## src/rtl/btn_pkg.sv

```systemverilog
// Shared types and default constants for the push-button conditioning stage.
package btn_pkg;

  // Debounce FSM states: two stable levels, each with a qualifying check state
  typedef enum logic [1:0] {
    S_IDLE      = 2'd0,
    S_PRESS_CHK = 2'd1,
    S_HELD      = 2'd2,
    S_REL_CHK   = 2'd3
  } state_t;

  // Default parameter values
  localparam int unsigned SYNC_STAGES_DEF     = 2;
  localparam int unsigned DEBOUNCE_CYCLES_DEF = 16;
  localparam int unsigned LONG_CYCLES_DEF     = 1024;

endpackage : btn_pkg

```

## src/rtl/sync_ff.sv

```systemverilog
// Multi-stage flop chain bringing an asynchronous single-bit input into clk.
module sync_ff #(
  parameter int unsigned STAGES = 2
) (
  input  logic clk,
  input  logic res,
  input  logic d,
  output logic q
);

  logic [STAGES-1:0] chain;

  // Reject unsafe depths at elaboration time
  if (STAGES < 2) begin : g_bad_stages
    $error("sync_ff: STAGES must be at least 2");
  end

  // Shift the input through the chain; oldest sample is the output
  always_ff @(posedge clk or posedge res) begin
    if (res) begin
      chain <= '0;
    end else begin
      chain <= {chain[STAGES-2:0], d};
    end
  end

  assign q = chain[STAGES-1];

endmodule : sync_ff

```

## src/rtl/btn_debounce.sv

```systemverilog
// Push-button conditioner: synchronise, debounce, and emit press / release /
// long-press pulses. The release pulse port is named release_pulse because
// "release" is a reserved word in SystemVerilog.
module btn_debounce
  import btn_pkg::*;
#(
  parameter int unsigned SYNC_STAGES     = SYNC_STAGES_DEF,
  parameter int unsigned DEBOUNCE_CYCLES = DEBOUNCE_CYCLES_DEF,
  parameter int unsigned LONG_CYCLES     = LONG_CYCLES_DEF
) (
  input  logic clk,
  input  logic res,
  input  logic btn_raw,
  output logic btn,
  output logic press,
  output logic release_pulse,
  output logic long_press
);

  localparam int unsigned DW = $clog2(DEBOUNCE_CYCLES + 1);
  localparam int unsigned HW = $clog2(LONG_CYCLES + 1);

  // The sample that leaves the stable state counts as the first of the run,
  // so the check state needs DEBOUNCE_CYCLES-1 further matching samples.
  localparam logic [DW-1:0] DEB_LAST = DW'(DEBOUNCE_CYCLES - 2);
  localparam logic [HW-1:0] HOLD_MAX = HW'(LONG_CYCLES);

  // Reject parameter values the counters cannot honour
  if (DEBOUNCE_CYCLES < 2) begin : g_bad_deb
    $error("btn_debounce: DEBOUNCE_CYCLES must be at least 2");
  end
  if (LONG_CYCLES < 1) begin : g_bad_long
    $error("btn_debounce: LONG_CYCLES must be at least 1");
  end

  logic          s_in;
  state_t        state;
  logic [DW-1:0] deb_cnt;
  logic [HW-1:0] hold_cnt;

  logic          hold_sat_c;
  logic [HW-1:0] hold_inc_c;
  logic          long_hit_c;

  sync_ff #(
    .STAGES (SYNC_STAGES)
  ) u_sync (
    .clk (clk),
    .res (res),
    .d   (btn_raw),
    .q   (s_in)
  );

  // Saturating hold-count step and the one-shot long-press condition
  always_comb begin
    hold_sat_c = (hold_cnt == HOLD_MAX);
    hold_inc_c = hold_sat_c ? hold_cnt : hold_cnt + HW'(1);
    long_hit_c = !hold_sat_c && (hold_inc_c == HOLD_MAX);
  end

  // Debounce FSM with counters and registered outputs
  always_ff @(posedge clk or posedge res) begin
    if (res) begin
      state         <= S_IDLE;
      deb_cnt       <= '0;
      hold_cnt      <= '0;
      btn           <= 1'b0;
      press         <= 1'b0;
      release_pulse <= 1'b0;
      long_press    <= 1'b0;
    end else begin
      press         <= 1'b0;
      release_pulse <= 1'b0;
      long_press    <= 1'b0;
      unique case (state)
        S_IDLE: begin
          if (s_in) begin
            state   <= S_PRESS_CHK;
            deb_cnt <= '0;
          end
        end
        S_PRESS_CHK: begin
          if (!s_in) begin
            state <= S_IDLE;
          end else if (deb_cnt == DEB_LAST) begin
            state    <= S_HELD;
            btn      <= 1'b1;
            press    <= 1'b1;
            hold_cnt <= '0;
          end else begin
            deb_cnt <= deb_cnt + DW'(1);
          end
        end
        S_HELD: begin
          hold_cnt   <= hold_inc_c;
          long_press <= long_hit_c;
          if (!s_in) begin
            state   <= S_REL_CHK;
            deb_cnt <= '0;
          end
        end
        S_REL_CHK: begin
          if (s_in) begin
            // Bounce during release: hold time keeps accumulating
            state      <= S_HELD;
            hold_cnt   <= hold_inc_c;
            long_press <= long_hit_c;
          end else if (deb_cnt == DEB_LAST) begin
            // Release wins; a long press landing on this edge is dropped
            state         <= S_IDLE;
            btn           <= 1'b0;
            release_pulse <= 1'b1;
            hold_cnt      <= '0;
          end else begin
            deb_cnt    <= deb_cnt + DW'(1);
            hold_cnt   <= hold_inc_c;
            long_press <= long_hit_c;
          end
        end
        default: begin
          state <= S_IDLE;
        end
      endcase
    end
  end

endmodule : btn_debounce

```

## config.mk

```make
export PLATFORM = sky130hd
export DESIGN_NAME = btn_debounce
export DESIGN_NICKNAME = d
export VERILOG_FILES = /design/src/rtl/btn_pkg.sv /design/src/rtl/sync_ff.sv /design/src/rtl/btn_debounce.sv
export SDC_FILE = /design/constraint.sdc
export NUM_CORES = 1
export LEC_CHECK = 0
export BUFFER_PORTS_ARGS = -buffer_cell sky130_fd_sc_hd__buf_2
export CAP_MARGIN = 20
export CORE_ASPECT_RATIO = 0.75
export CORE_MARGIN = 5
export CORE_UTILIZATION = 59
export DETAILED_ROUTE_END_ITERATION = 8
export PLACE_DENSITY = 0.89
export SYNTH_ARGS = -nofsm -noshare
export SYNTH_HDL_FRONTEND = slang
export SYNTH_SLANG_ARGS = --single-unit
```

## constraint.sdc

```tcl
create_clock -name clk -period 4.7 [get_ports clk]
set_input_delay 0.705 -clock clk [delete_from_list [all_inputs] [get_ports clk]]
set_output_delay 0.705 -clock clk [all_outputs]
set_load 0.05 [all_outputs]
```

# Word level (Yosys, flattened, before mapping)
# Index checks and enable logic that the tools add are counted.
# totals
ff_bits,24
latch_bits,0
ram_bits,0
romBits,0
in_bits,3
out_inout_bits,4
elab_cells,65
mem_count,0
# classes
add_sub_neg,2
multipliers,0
n_div,0
magnitude_cmp,0
n_eq_ne,14
shifts,0
n_mux,32
bitwise_logic,0
reduce_logical,9
# ops
op,count
$mux 11,5
$pmux 11 s3,1
$mux 5,5
$eq 11x11->1 const B,2
$pmux 5 s4,1
$mux 2,6
$add 11x1->11 const B,1
$mux 1,11
$ne 2x2->1 const B,4
$pmux 2 s4,1
$reduce_and 4->1,2
$add 5x1->5 const B,1
$eq 5x4->1 const B,1
$reduce_and 5->1,1
$eq 2x2->1 const B,2
$ne 2x1->1 const B,2
$pmux 1 s2,2
$ne 3x2->1 const B,1
$ne 3x3->1 const B,1
$reduce_and 3->1,1
$reduce_bool 3->1,1
$eq 2x1->1 const B,1
$logic_not 2->1,1
$reduce_bool 2->1,1
2 further kinds,2

# Depth between registers and ports, before layout
# Gate-level depths: netlist (run 1).
# depth
word_depth,7
ltp_mapped,7

# Cells and area by module
# Synthesis (run 1) repeated with hierarchy kept, for this count alone.
# unflattened
cells_unflattened,152
hier_area_um2,1421.4
# modules_own_cells
mod,instances,cells_each,area_each_um2,seq_area_each_um2
btn_debounce,1,149,1367.6,550.5
sync_ff,1,3,53.8,50.0

# Least setup slack after synthesis (run 1)
# OpenSTA, ideal clock, no wires.
# synth_path
kind,flip-flop to flip-flop
from,register deb_cnt[0]
to,register hold_cnt[6]
setup_time_ns,0.121
t_arrival_ns,1.532
t_required_ns,4.579
setup_slack_ns,3.047
stages_incl_launch_ff,7
period_less_slack_ns,1.653
cell_sequence,dfrtp_1 -> inv_1 -> ha_1 -> nand4_2 -> o31ai_4 -> o21ai_0 -> a22o_1
# synth_between
elab_chain_cells,4
elab_cells_between_ends,6
# synth_lines
element,line_no,text
from (decl),btn_debounce.sv:38,logic [DW-1:0] deb_cnt;
from (signal assigned),btn_debounce.sv:91,deb_cnt <= deb_cnt + DW'(1);
from (signal assigned),btn_debounce.sv:115,deb_cnt <= deb_cnt + DW'(1);
$eq 5x4->1 *,"btn_debounce.sv:85, btn_debounce.sv:108",
$mux 11,btn_debounce.sv:108,end else if (deb_cnt == DEB_LAST) begin
$mux 11,btn_debounce.sv:103,if (s_in) begin
$pmux 11 s3,btn_debounce.sv:75,unique case (state)
to (signal assigned),btn_debounce.sv:95,hold_cnt <= hold_inc_c;
to (signal assigned),btn_debounce.sv:106,hold_cnt <= hold_inc_c;
to (signal assigned),btn_debounce.sv:116,hold_cnt <= hold_inc_c;
to (decl),btn_debounce.sv:39,logic [HW-1:0] hold_cnt;
# Every way passes the cells marked *; elsewhere a longest branch is shown, timed or not.
# A chain may end at the register's enable or synchronous reset.

# Worst setup path after layout (run 1)
# layout_path
from,register deb_cnt[0]
to,register hold_cnt[5]
# The elaborated chain is that of the path after synthesis.

==> out/qor.csv, run 1 <==
stage,metric,value,unit
clock_tree,cts_tree,built,
pwr,p_sw_frac,0.2215,
drt,drt_pass1_iterations,4,
finish,multiInputGateArea,757.0,um^2
global_routing,grt_max_degree,25,
yosys,ys_warn_count,0,
pwr,comb_power_share,0.052,
pwr,ir_drop,0.2536,mV
hold_path,min_path_cells,0,
drt,routed_wl,2831,um
finish,num-fill-cells,192,
sta,drv_slew,0,
clock_tree,cts_made_buffers,3,
sta,worst_pin_slew,0.8624,ns
clock_tree,post-cts-setup-buffers,0,
finish,nNetsFinal,165,
worst_setup_path,startpoint_type,flop,
pwr,p_leak,0.6282,nW
global_routing,grt_pass1_vias,1087,
sta,finalCriticalPeriod,1.933,ns
sta,clock_skew,0.01842,ns
global_routing,grt_use_total,0.1869,
global_routing,grt_pass1_wl,5016,um
worst_setup_path,r2r_cells,6,
worst_setup_path,end_kind,flop,
worst_setup_path,worstPathArrival,2.17,ns
pwr,p_per_area,224.4,mW/mm^2
worst_setup_path,path_class,reg -> reg,
sta,tns,0,ns
worst_setup_path,required,4.93,ns
floorplan,die_x,67.76,um
placement,gp_congestion,0.8660,
finish,area_growth,2.882,%
global_routing,busiest_layer,met2,
yosys,ys_ff_latch,24,
yosys,synth_nets,164,
clock_tree,insertion_delay,0.31,ns
global_routing,grt-ovfl-total,0,
clock_tree,root_buffer,clkbuf_4,
finish,regArea,600.6,um^2
global_routing,globalRouteMet2Util,0.2908,
sta,final.period_utilization,0.4113,
finish,layout-drive-gt1-share,0.1210,
yosys,syn_area_per_cell,9.404,um^2
pwr,switchingPower,0.07550,mW
finish,layout_commonest_cell,dfrtp_1,
yosys,syn_inst,157,
sta,setup_viol,0,
worst_setup_path,regToRegSetupSlack,2.77,ns
hold_path,min_from,u_sync.chain[0],
clock_tree,cts_hold_buf,0,
yosys,synthesis.area,0.001476,mm^2
drt,vias,1182,
pwr,clkPwrFrac,0.309,
finish,final_cell_mix,"dfrtp_1 (24), inv_1 (14), o21ai_0 (12)",
pwr,seqPwrFrac,0.640,
clock_tree,cts.repair.resized,0,
worst_setup_path,crit_path_max_fanout,13,
sta,slew_headroom,0.4245,
sta,hold_violations,0,
sta,fmax,517.3,MHz
placement,portBuffers,6,
finish,antennaDiodeCount,0,
sta,rsz0062_at_grt,no,
yosys,ys_seq_area_frac,0.4068,
outcome,status,completed,
hold_path,hold-path-endpoint,u_sync.chain[1],
clock_tree,clkTransAtPathRegs,0.13,ns
drt,ant_nets,0,
hold_path,hold_class,reg -> reg,
global_routing,globalRouteMet1Util,0.2593,
clock_tree,clkSinkCount,24,
floorplan,initial_utilization,0.6293,
global_routing,use_met3,0.04034,
placement,dp_hpwl,2119,um
floorplan,num_rows,15,
clock_tree,clockBufferDepth,2,
worst_setup_path,crit_start,deb_cnt[0],
drt,routedWlPerCell,14.82,um
floorplan,die_y,53.32,um
global_routing,antenna_found_initial,0,
worst_setup_path,timing.rr.end,hold_cnt[5],
sta,worst_slack,2.767,ns
drt,first_iter_violations,145,
floorplan,core,0.002346,mm^2
floorplan,die-area,0.003613,mm^2
job,drv_cap,0,
worst_setup_path,r2r-start,deb_cnt[0],
clock_tree,h-tree-depth,1,
drt,vias_per_cell,6.188,
placement,pre_cts_ws,2.804,ns
pwr,intPower,0.2653,mW
drt,drcViolationCount,0,
floorplan,io_pins,7,
yosys,synth_cell_types,41,
-- synth_stat cells --
| cell type | count | area share |
|---|---|---|
| nor4bb_1 | 2 | 0.014 |
| o2111a_1 | 1 | 0.0076 |
| and4_1 | 3 | 0.018 |
| o2bb2ai_1 | 2 | 0.012 |
| a21oi_1 | 5 | 0.017 |
| nor4b_2 | 1 | 0.010 |
| clkbuf_1 | 2 | 0.0051 |
| xor2_1 | 2 | 0.012 |
| a31oi_1 | 8 | 0.034 |
| nand2b_1 | 2 | 0.0085 |
| nand3b_1 | 1 | 0.0051 |
| o211ai_1 | 1 | 0.0051 |
| nor3_1 | 5 | 0.017 |
| o31a_1 | 1 | 0.0059 |
| and2b_2 | 1 | 0.0059 |
| nand4_1 | 3 | 0.013 |
| nand2_1 | 11 | 0.028 |
| buf_4 | 4 | 0.020 |
| nor2_1 | 10 | 0.025 |
| dfrtp_1 | 24 | 0.41 |
| nor4_1 | 3 | 0.013 |
| buf_2 | 3 | 0.010 |
| clkbuf_8 | 1 | 0.0093 |
| and2_1 | 1 | 0.0042 |
| xnor2_1 | 2 | 0.012 |
| a22o_1 | 1 | 0.0059 |
| a31oi_2 | 1 | 0.0085 |
| o211ai_2 | 1 | 0.0085 |
| ha_1 | 4 | 0.034 |
| o31ai_4 | 2 | 0.029 |
| nand4_2 | 1 | 0.0085 |
| xor2_2 | 1 | 0.011 |
| mux2i_1 | 2 | 0.014 |
| o22ai_1 | 2 | 0.0085 |
| o21ai_0 | 12 | 0.041 |
| or3_1 | 4 | 0.017 |
| nor3b_4 | 1 | 0.013 |
| inv_1 | 14 | 0.036 |
| and3_1 | 1 | 0.0042 |
| a41oi_1 | 3 | 0.018 |
| nand3_1 | 8 | 0.027 |
-- logic make-up after synthesis --
logic type,share of synthesized area
AOI/OAI and AO/OA,0.2000
DFF,0.4068
and+or+nand+nor,0.2305
xor gates and xnor gates,0.03475
buffers and inverters,0.08051
muxes,0.01356
adders and majority gates,0.03390
-- power by group through the flow --
| stage | clock, mW | combinational (mW) | sequential [mW] |
|---|---|---|---|
| final | 0.105 | 0.0176 | 0.218 |
| after global routing | 0.120 | 0.0222 | 0.219 |
| after CTS | 0.108 | 0.0182 | 0.218 |
| after detailed placement | 0 | 0.0180 | 0.222 |
| after global placement | 0 | 0.0172 | 0.221 |
| after floorplan | 0 | 0.0137 | 0.220 |
-- per-stage QoR --
step                      utilization  area [um^2]  total power [mW]  hold WS (ns)  std cells
after floorplan                     -         1476            0.2341        0.3312        157
after global placement         0.6320         1483            0.2385        0.3317        187
after detailed placement       0.6320         1483            0.2400        0.3364        187
after CTS                      0.6475         1519            0.3447        0.3645        191
after global routing           0.6475         1519            0.3611        0.3831        191
final                          0.6475         1519            0.3408        0.3596        191
-- how the worst max path moves through the flow --
stage             endpoint  slack [ns]  cells past startpoint
2_1_floorplan  hold_cnt[6]        3.05                      6
3_3_place_gp   hold_cnt[2]        2.95                      6
3_5_place_dp   hold_cnt[5]        2.80                      6
4_1_cts        hold_cnt[5]        2.77                      6
5_1_grt        hold_cnt[5]        2.56                      6
6_report       hold_cnt[5]        2.77                      6
-- sequential cells by signal (all words and copies together), names as in the netlist, named ones only --
signal	count
state	1
press	1
release_pulse	1
deb_cnt	5
hold_cnt	11
u_sync.chain	2
btn	1
long_press	1
-- routing by layer --
metal  vias up  part of all wire
li1        571                 -
met1       558              0.45
met2        49              0.44
met3         4             0.093
met4         0             0.012
met5         -                 0
-- worst max-delay path, cell delays in order, from the launching register on --
cell and delay [ns]:
dfrtp_1 0.40, inv_1 0.07, ha_1 0.21, and4_1 0.22, a31oi_2 0.57, a21oi_1 0.15
o22ai_1 0.23
-- area by class of cell --
type,instances,share of cell area
Sequential cell,24,0.3954
Timing Repair Buffer,6,0.01977
Tap cell,34,0.02801
Multi-Input combinational cell,109,0.4984
Inverter,14,0.03460
Clock buffer,4,0.02389
No activity file was read; power rests on OpenSTA's default activity.
==> run 2, diff against run 1 <==
--- a/config.mk
+++ b/config.mk
@@ -5,13 +5,14 @@
 export SDC_FILE = /design/constraint.sdc
 export NUM_CORES = 1
 export LEC_CHECK = 0
+export ABC_AREA = 1
 export BUFFER_PORTS_ARGS = -buffer_cell sky130_fd_sc_hd__buf_2
 export CAP_MARGIN = 20
 export CORE_ASPECT_RATIO = 0.75
 export CORE_MARGIN = 5
-export CORE_UTILIZATION = 59
+export CORE_UTILIZATION = 53
 export DETAILED_ROUTE_END_ITERATION = 8
-export PLACE_DENSITY = 0.89
+export PLACE_DENSITY = 0.85
 export SYNTH_ARGS = -nofsm -noshare
 export SYNTH_HDL_FRONTEND = slang
 export SYNTH_SLANG_ARGS = --single-unit
==> constraint.sdc (replaced) <==
create_clock -name clk -period 1.6 [get_ports clk]
set_input_delay 0.24 -clock clk [delete_from_list [all_inputs] [get_ports clk]]
set_output_delay 0.24 -clock clk [all_outputs]
set_load 0.05 [all_outputs]
==> out/qor.csv, run 2 <==
stage,metric,value,unit
outcome,status,completed,
floorplan,core,0.002327,mm^2
clock_tree,cts_tree,built,
drt,first_iter_violations,121,
pwr,seqPwrFrac,0.545,
yosys,synth_top_family_by_area,simple AND/OR/NAND/NOR gates,
yosys,syn_area_per_cell,8.192,um^2
yosys,ys_seq_area_frac,0.4611,
drt,routed_wl,2792,um
finish,stdcell_area,0.001519,mm^2
worst_setup_path,end_kind,flop,
global_routing,grt_use_total,0.1781,
yosys,ys_top_cells_by_area,"dfrtp_1 (46%), nand2_1 (9.8%), inv_1 (7.5%)",
sta,clock_skew,0.01333,ns
floorplan,num_rows,15,
pwr,p_sw_frac,0.2267,
sta,worst_pin_slew,0.3045,ns
finish,area_growth,16.62,%
sta,final.period_utilization,0.9726,
floorplan,die_y,52.93,um
finish,regMostFlops,hold_cnt,
placement,place_area,0.001379,mm^2
global_routing,grt_pass1_vias,1043,
yosys,syn_inst,159,
yosys,ys.flop_type,dfrtp_1,
clock_tree,clkSinkCount,24,
pwr,clkPwrFrac,0.356,
sta,slew_headroom,0.7970,
yosys,synthesis.area,0.001302,mm^2
floorplan,die_x,67.24,um
worst_setup_path,worstPathArrival,1.77,ns
yosys,async_flop_share,1.000,
sta,finalCriticalPeriod,1.556,ns
drt,vias,1128,
yosys,synthAdderAreaFrac,0.03842,
sta,fmax,642.6,MHz
yosys,ys_ff_latch,24,
drt,drt_pass1_iterations,4,
finish,largest_reg_flops,11,
sta,tns,0,ns
pwr,switchingPower,0.2755,mW
finish,layout-drive-gt1-share,0.1657,
floorplan,die-area,0.003559,mm^2
pwr,ir_drop,0.6964,mV
pwr,comb_power_share,0.100,
pwr,intPower,0.9396,mW
yosys,yosysTopAreaCellShare,0.4611,
finish,antennaDiodeCount,0,
job,drv_cap,0,
floorplan,io_pins,7,
finish,reg_top3,"hold_cnt: 11 flops, deb_cnt: 5 flops, u_sync.chain: 2 flops",
finish,nNetsFinal,183,
worst_setup_path,required,1.81,ns
floorplan,initial_utilization,0.5597,
hold_path,hold_class,in -> reg,
global_routing,grt_pass1_wl,4685,um
global_routing,antenna_found_initial,0,
clock_tree,cts_made_buffers,3,
yosys,synth.most_common_cell,nand2_1,
worst_setup_path,path_class,reg -> reg,
worst_setup_path,startpoint_type,flop,
yosys,synth_cell_types,23,
yosys,synth_mux_area_frac,0,
placement,portBuffers,6,
clock_tree,clockBufferDepth,2,
sta,drv_slew,0,
yosys,ys_warn_count,0,
finish,final_cell_mix,"nand2_1 (34), inv_1 (25), dfrtp_1 (24)",
yosys,synth_nets,166,
yosys,synth_compound_area_frac,0.08934,
placement,dp_hpwl,2057,um
pwr,p_leak,0.7698,nW
clock_tree,root_buffer,clkbuf_4,
global_routing,grt_max_degree,25,
yosys,synth_edf_count,0,
drt,ant_nets,0,
drt,drcViolationCount,0,
sta,hold_violations,0,
yosys,synth_xor_area_frac,0.05379,
yosys,synth_area_leader_cell,dfrtp_1,
drt,vias_per_cell,5.397,
pwr,power.total,1.215,mW
placement,gp_congestion,0.9754,
clock_tree,clkTransAtPathRegs,0.13,ns
pwr,p_per_area,799.9,mW/mm^2
drt,routedWlPerCell,13.36,um
worst_setup_path,crit_path_max_fanout,5,
clock_tree,h-tree-depth,1,
yosys,synth_common_cells,"nand2_1 (34), inv_1 (26), dfrtp_1 (24), nor2_1 (13), nand3_1 (12)",
sta,setup_viol,0,
yosys,yosys.area_share.simple,0.2680,
global_routing,grt-ovfl-total,0,
finish,layout_commonest_cell,nand2_1,
clock_tree,insertion_delay,0.32,ns
[run 2: changes by cell type after synthesis, moves of 4 or more]
cell	before	now
nand2_1	11	34
a21oi_1	5	1
nand3_1	8	12
o22ai_1	2	6
xor2_1	2	8
inv_1	14	26
o21ai_0	12	8
or3_1	4	0
a31oi_1	8	0
[run 2: worst paths after layout]
kind                                      start         endpoint  slack, ns  cells past startpoint
worst max-delay path                hold_cnt[1]     hold_cnt[10]       0.04                      8
worst min-delay path                    btn_raw  u_sync.chain[0]       0.03                      1
worst max register to register      hold_cnt[1]     hold_cnt[10]       0.04                      8
worst min register to register  u_sync.chain[0]  u_sync.chain[1]       0.37                      0
max in group asynchronous                   res      hold_cnt[4]       0.87                      4
min in group asynchronous                   res       deb_cnt[2]       0.48                      4
[run 2: kinds of logic after synthesis]
| logic type | count (synthesis) |
|---|---|
| fa+ha+maj | 4 |
| buf+inv | 28 |
| simple gates | 75 |
| flops | 24 |
| xor+xnor | 8 |
| compound gates | 20 |
[run 2: stage by stage]
step | instances | hold slack (ns) | worst slack [ns] | utilization
final | 209 | 0.03282 | 0.04386 | 0.6527
after global routing | 209 | 0.01084 | -0.004242 | 0.6527
after CTS | 205 | 0.02728 | 0.01947 | 0.6194
after detailed placement | 200 | 0.2987 | 0.02840 | 0.5925
after global placement | 200 | 0.2944 | 0.1328 | 0.5925
after floorplan | 159 | 0.2546 | 0.2769 | -
[run 2: routing by layer]
metal,share of wire,global-route usage
met2,0.47,0.2887
met4,0.0061,0.03367
met1,0.43,0.2372
met3,0.087,0.05308
met5,0,0
[run 2: timing repair]
action / in CTS / in global routing
endpoints found under the hold margin: 24 / 0
gates resized for setup: 0 / 11
buffers inserted: 0 / 3
hold buffers: 1 / 0
setup endpoints to repair: 0 / 9
[run 2: layout make-up]
type	count	area (um^2)
Inverter	26	97.59
Timing Repair Buffer	14	100.1
Fill cell	175	808.3
Clock buffer	3	22.52
Multi-Input combinational cell	107	625.6
Sequential cell	24	600.6
Clock inverter	1	30.03
Tap cell	34	42.54
[run 2: power by group through the flow]
stage / clock (mW) / sequential [mW] / combinational [mW]
final: 0.432 / 0.662 / 0.121
after global routing: 0.474 / 0.666 / 0.138
after CTS: 0.443 / 0.660 / 0.0957
after detailed placement: 0 / 0.672 / 0.0932
after global placement: 0 / 0.669 / 0.0856
after floorplan: 0 / 0.665 / 0.0701
[run 2: critical path, cell delays in order (launching register included)]
cell     delay, ns
dfrtp_1       0.42
ha_1          0.24
nand3_2       0.17
nor3_2        0.21
nand2_1       0.08
nand2_1       0.07
nand2_1       0.08
nand3_1       0.09
o21ai_0       0.09
==> run 3, diff against run 2 <==
--- a/config.mk
+++ b/config.mk
@@ -8,9 +8,11 @@
 export ABC_AREA = 1
 export BUFFER_PORTS_ARGS = -buffer_cell sky130_fd_sc_hd__buf_2
 export CAP_MARGIN = 20
+export CELL_PAD_IN_SITES_DETAIL_PLACEMENT = 1
+export CELL_PAD_IN_SITES_GLOBAL_PLACEMENT = 2
 export CORE_ASPECT_RATIO = 0.75
 export CORE_MARGIN = 5
-export CORE_UTILIZATION = 53
+export CORE_UTILIZATION = 32
 export DETAILED_ROUTE_END_ITERATION = 8
 export PLACE_DENSITY = 0.85
 export SYNTH_ARGS = -nofsm -noshare
==> constraint.sdc (replaced) <==
create_clock -name clk -period 1.3 [get_ports clk]
set_input_delay 0.195 -clock clk [delete_from_list [all_inputs] [get_ports clk]]
set_output_delay 0.195 -clock clk [all_outputs]
set_load 0.05 [all_outputs]
==> out/qor.csv, run 3 (synthesis results as in run 2) <==
stage,metric,value,unit
outcome,status,finished with violations,
outcome,violations,setup timing,
sta,fmax,681.7,MHz
worst_setup_path,endpoint,hold_cnt[0],
global_routing,grt_max_degree,25,
floorplan,die-area,0.005459,mm^2
clock_tree,cts_made_buffers,3,
floorplan,num_rows,20,
clock_tree,cts_tree,built,
global_routing,grt_pass1_wl,6092,um
placement,portBuffers,6,
sta,tns,-2.185,ns
worst_setup_path,required,1.47,ns
drt,routedWlPerCell,16.28,um
drt,routed_wl,4053,um
sta,rsz0062_at_grt,yes,
drt,first_iter_violations,61,
floorplan,io_pins,7,
global_routing,globalRouteMet1Util,0.1646,
sta,final.period_utilization,1.128,
sta,drv_slew,0,
sta,worst_pin_slew,0.3683,ns
global_routing,grt_use_total,0.1401,
drt,ant_nets,0,
clock_tree,clkTransAtPathRegs,0.08,ns
drt,vias,1219,
finish,nNetsFinal,203,
worst_setup_path,r2r_cells,9,
finish,final_cell_mix,"nand2_1 (29), inv_1 (23), buf_4 (23)",
worst_setup_path,end_kind,flop,
global_routing,grt_pass1_vias,1324,
placement,gp_congestion,0.8379,
floorplan,initial_utilization,0.3253,
placement,place_area,0.001563,mm^2
finish,stdcell_area,0.001859,mm^2
worst_setup_path,cp_num_buf_inv,2,
worst_setup_path,path_class,reg -> reg,
job,drv_cap,0,
global_routing,grt-ovfl-total,0,
sta,slew_headroom,0.7545,
drt,vias_per_cell,4.896,
pwr,ir_drop,0.3489,mV
sta,hold_violations,0,
floorplan,core,0.004004,mm^2
worst_setup_path,startpoint_type,flop,
worst_setup_path,r2r-start,deb_cnt[0],
worst_setup_path,crit_start,deb_cnt[0],
finish,area_growth,42.75,%
global_routing,busiest_layer,met2,
clock_tree,root_buffer,clkbuf_8,
finish,layout_commonest_cell,nand2_1,
worst_setup_path,crit_path_max_fanout,8,
floorplan,die_y,65.25,um
finish,layout-drive-gt1-share,0.3814,
floorplan,die_x,83.67,um
clock_tree,clockBufferDepth,2,
placement,dp_hpwl,2607,um
sta,clock_skew,0.003812,ns
sta,finalCriticalPeriod,1.467,ns
worst_setup_path,cp_slowest_cell,dfrtp_1,
worst_setup_path,cpLargestDelayFamily,simple AND/OR/NAND/NOR gates,
pwr,p_leak,0.8668,nW
drt,drt_pass1_iterations,4,
global_routing,antenna_found_initial,0,
clock_tree,clkSinkCount,24,
hold_path,hold_class,in -> reg,
worst_setup_path,regToRegSetupSlack,-0.17,ns
finish,largest_reg_flops,11,
sta,worst_slack,-0.1670,ns
sta,setup_viol,18,
finish,antennaDiodeCount,0,
finish,regMostFlops,hold_cnt,
drt,drcViolationCount,0,
worst_setup_path,crit_chain,inv_2 > ha_4 > nand2_4 > nor2_4 > nand3_4 > nand2_8 > o211ai_1 > nand2_1 > inv_1,
clock_tree,h-tree-depth,1,
global_routing,globalRouteMet2Util,0.2550,
finish,reg_top3,"hold_cnt: 11 flops, deb_cnt: 5 flops, u_sync.chain: 2 flops",
global_routing,use_met3,0.04010,
worst_setup_path,timing.rr.end,hold_cnt[0],
pwr,p_per_area,828.6,mW/mm^2
worst_setup_path,worstPathArrival,1.63,ns
worst_setup_path,slowest_delay,0.42,ns
clock_tree,insertion_delay,0.26,ns
worst_setup_path,path_depth,9,
==> run 3: changes by cell type in the layout (fill, tap and decap cells not counted), sizes merged <==
| cell | previous run | this run |
|---|---|---|
| buf | 13 | 33 |
| bufinv | 1 | 0 |
==> run 3: worst register-to-register path, delay by kind of cell, from the launching register on <==
kind	cells	cell delay, ns
simple gates	5	0.59
compound gates	1	0.10
fa+ha+maj	1	0.14
flops	1	0.42
buf+inv	2	0.13
==> run 3: routing by layer <==
metal / share of wire / vias to the layer above
met4: 0.026 / 0
li1: - / 578
met3: 0.036 / 8
met5: 0 / -
met2: 0.52 / 21
met1: 0.42 / 612
==> run 3: layout make-up <==
| cell class | count | area [um^2] |
|---|---|---|
| multi-input combinational | 107 | 788.3 |
| inverter | 26 | 97.59 |
| timing repair buffer | 34 | 257.7 |
| sequential | 24 | 605.6 |
| tap | 55 | 68.82 |
| fill | 484 | 2145 |
| clock buffer | 3 | 41.29 |
==> run 3: worst min path at each step <==
stage,startpoint,to,slack (ns),cells past startpoint
finish,btn_raw,u_sync.chain[0],0.03,1
global route,btn_raw,u_sync.chain[0],0.03,1
CTS,btn_raw,u_sync.chain[0],0.03,1
detailed placement,res,deb_cnt[2],0.26,3
global placement,res,btn,0.26,3
floorplan,res,asynchronous set/reset pin,0.21,1
==> run 3: report_power, final <==
part | internal [mW] | total [mW] | switching, mW | leakage, nW
clock | 0.207 | 0.436 | 0.229 | 0.0216
combinational | 0.144 | 0.294 | 0.149 | 0.527
sequential | 0.777 | 0.811 | 0.0342 | 0.318
total | 1.13 | 1.54 | 0.412 | 0.867
==> run 3: per-stage QoR <==
stage | power, mW | setup slack (ns) | cells | utilization | hold WS [ns]
floorplan | 0.9068 | -0.008202 | 159 | - | 0.2096
global placement | 0.9949 | -0.1377 | 242 | 0.3903 | 0.2563
detailed placement | 1.012 | -0.1960 | 242 | 0.3903 | 0.2624
CTS | 1.489 | -0.1722 | 247 | 0.4269 | 0.03053
global route | 1.631 | -0.2700 | 249 | 0.4644 | 0.02574
finish | 1.541 | -0.1670 | 249 | 0.4644 | 0.03269
==> run 3: timing repair <==
action | CTS | global route
gates resized for setup | 17 | 36
hold buffers | 1 | 0
setup buffers | 1 | 3
endpoints found under the setup margin | 20 | 21
pin swaps | 2 | 17
hold endpoints to repair | 24 | 0
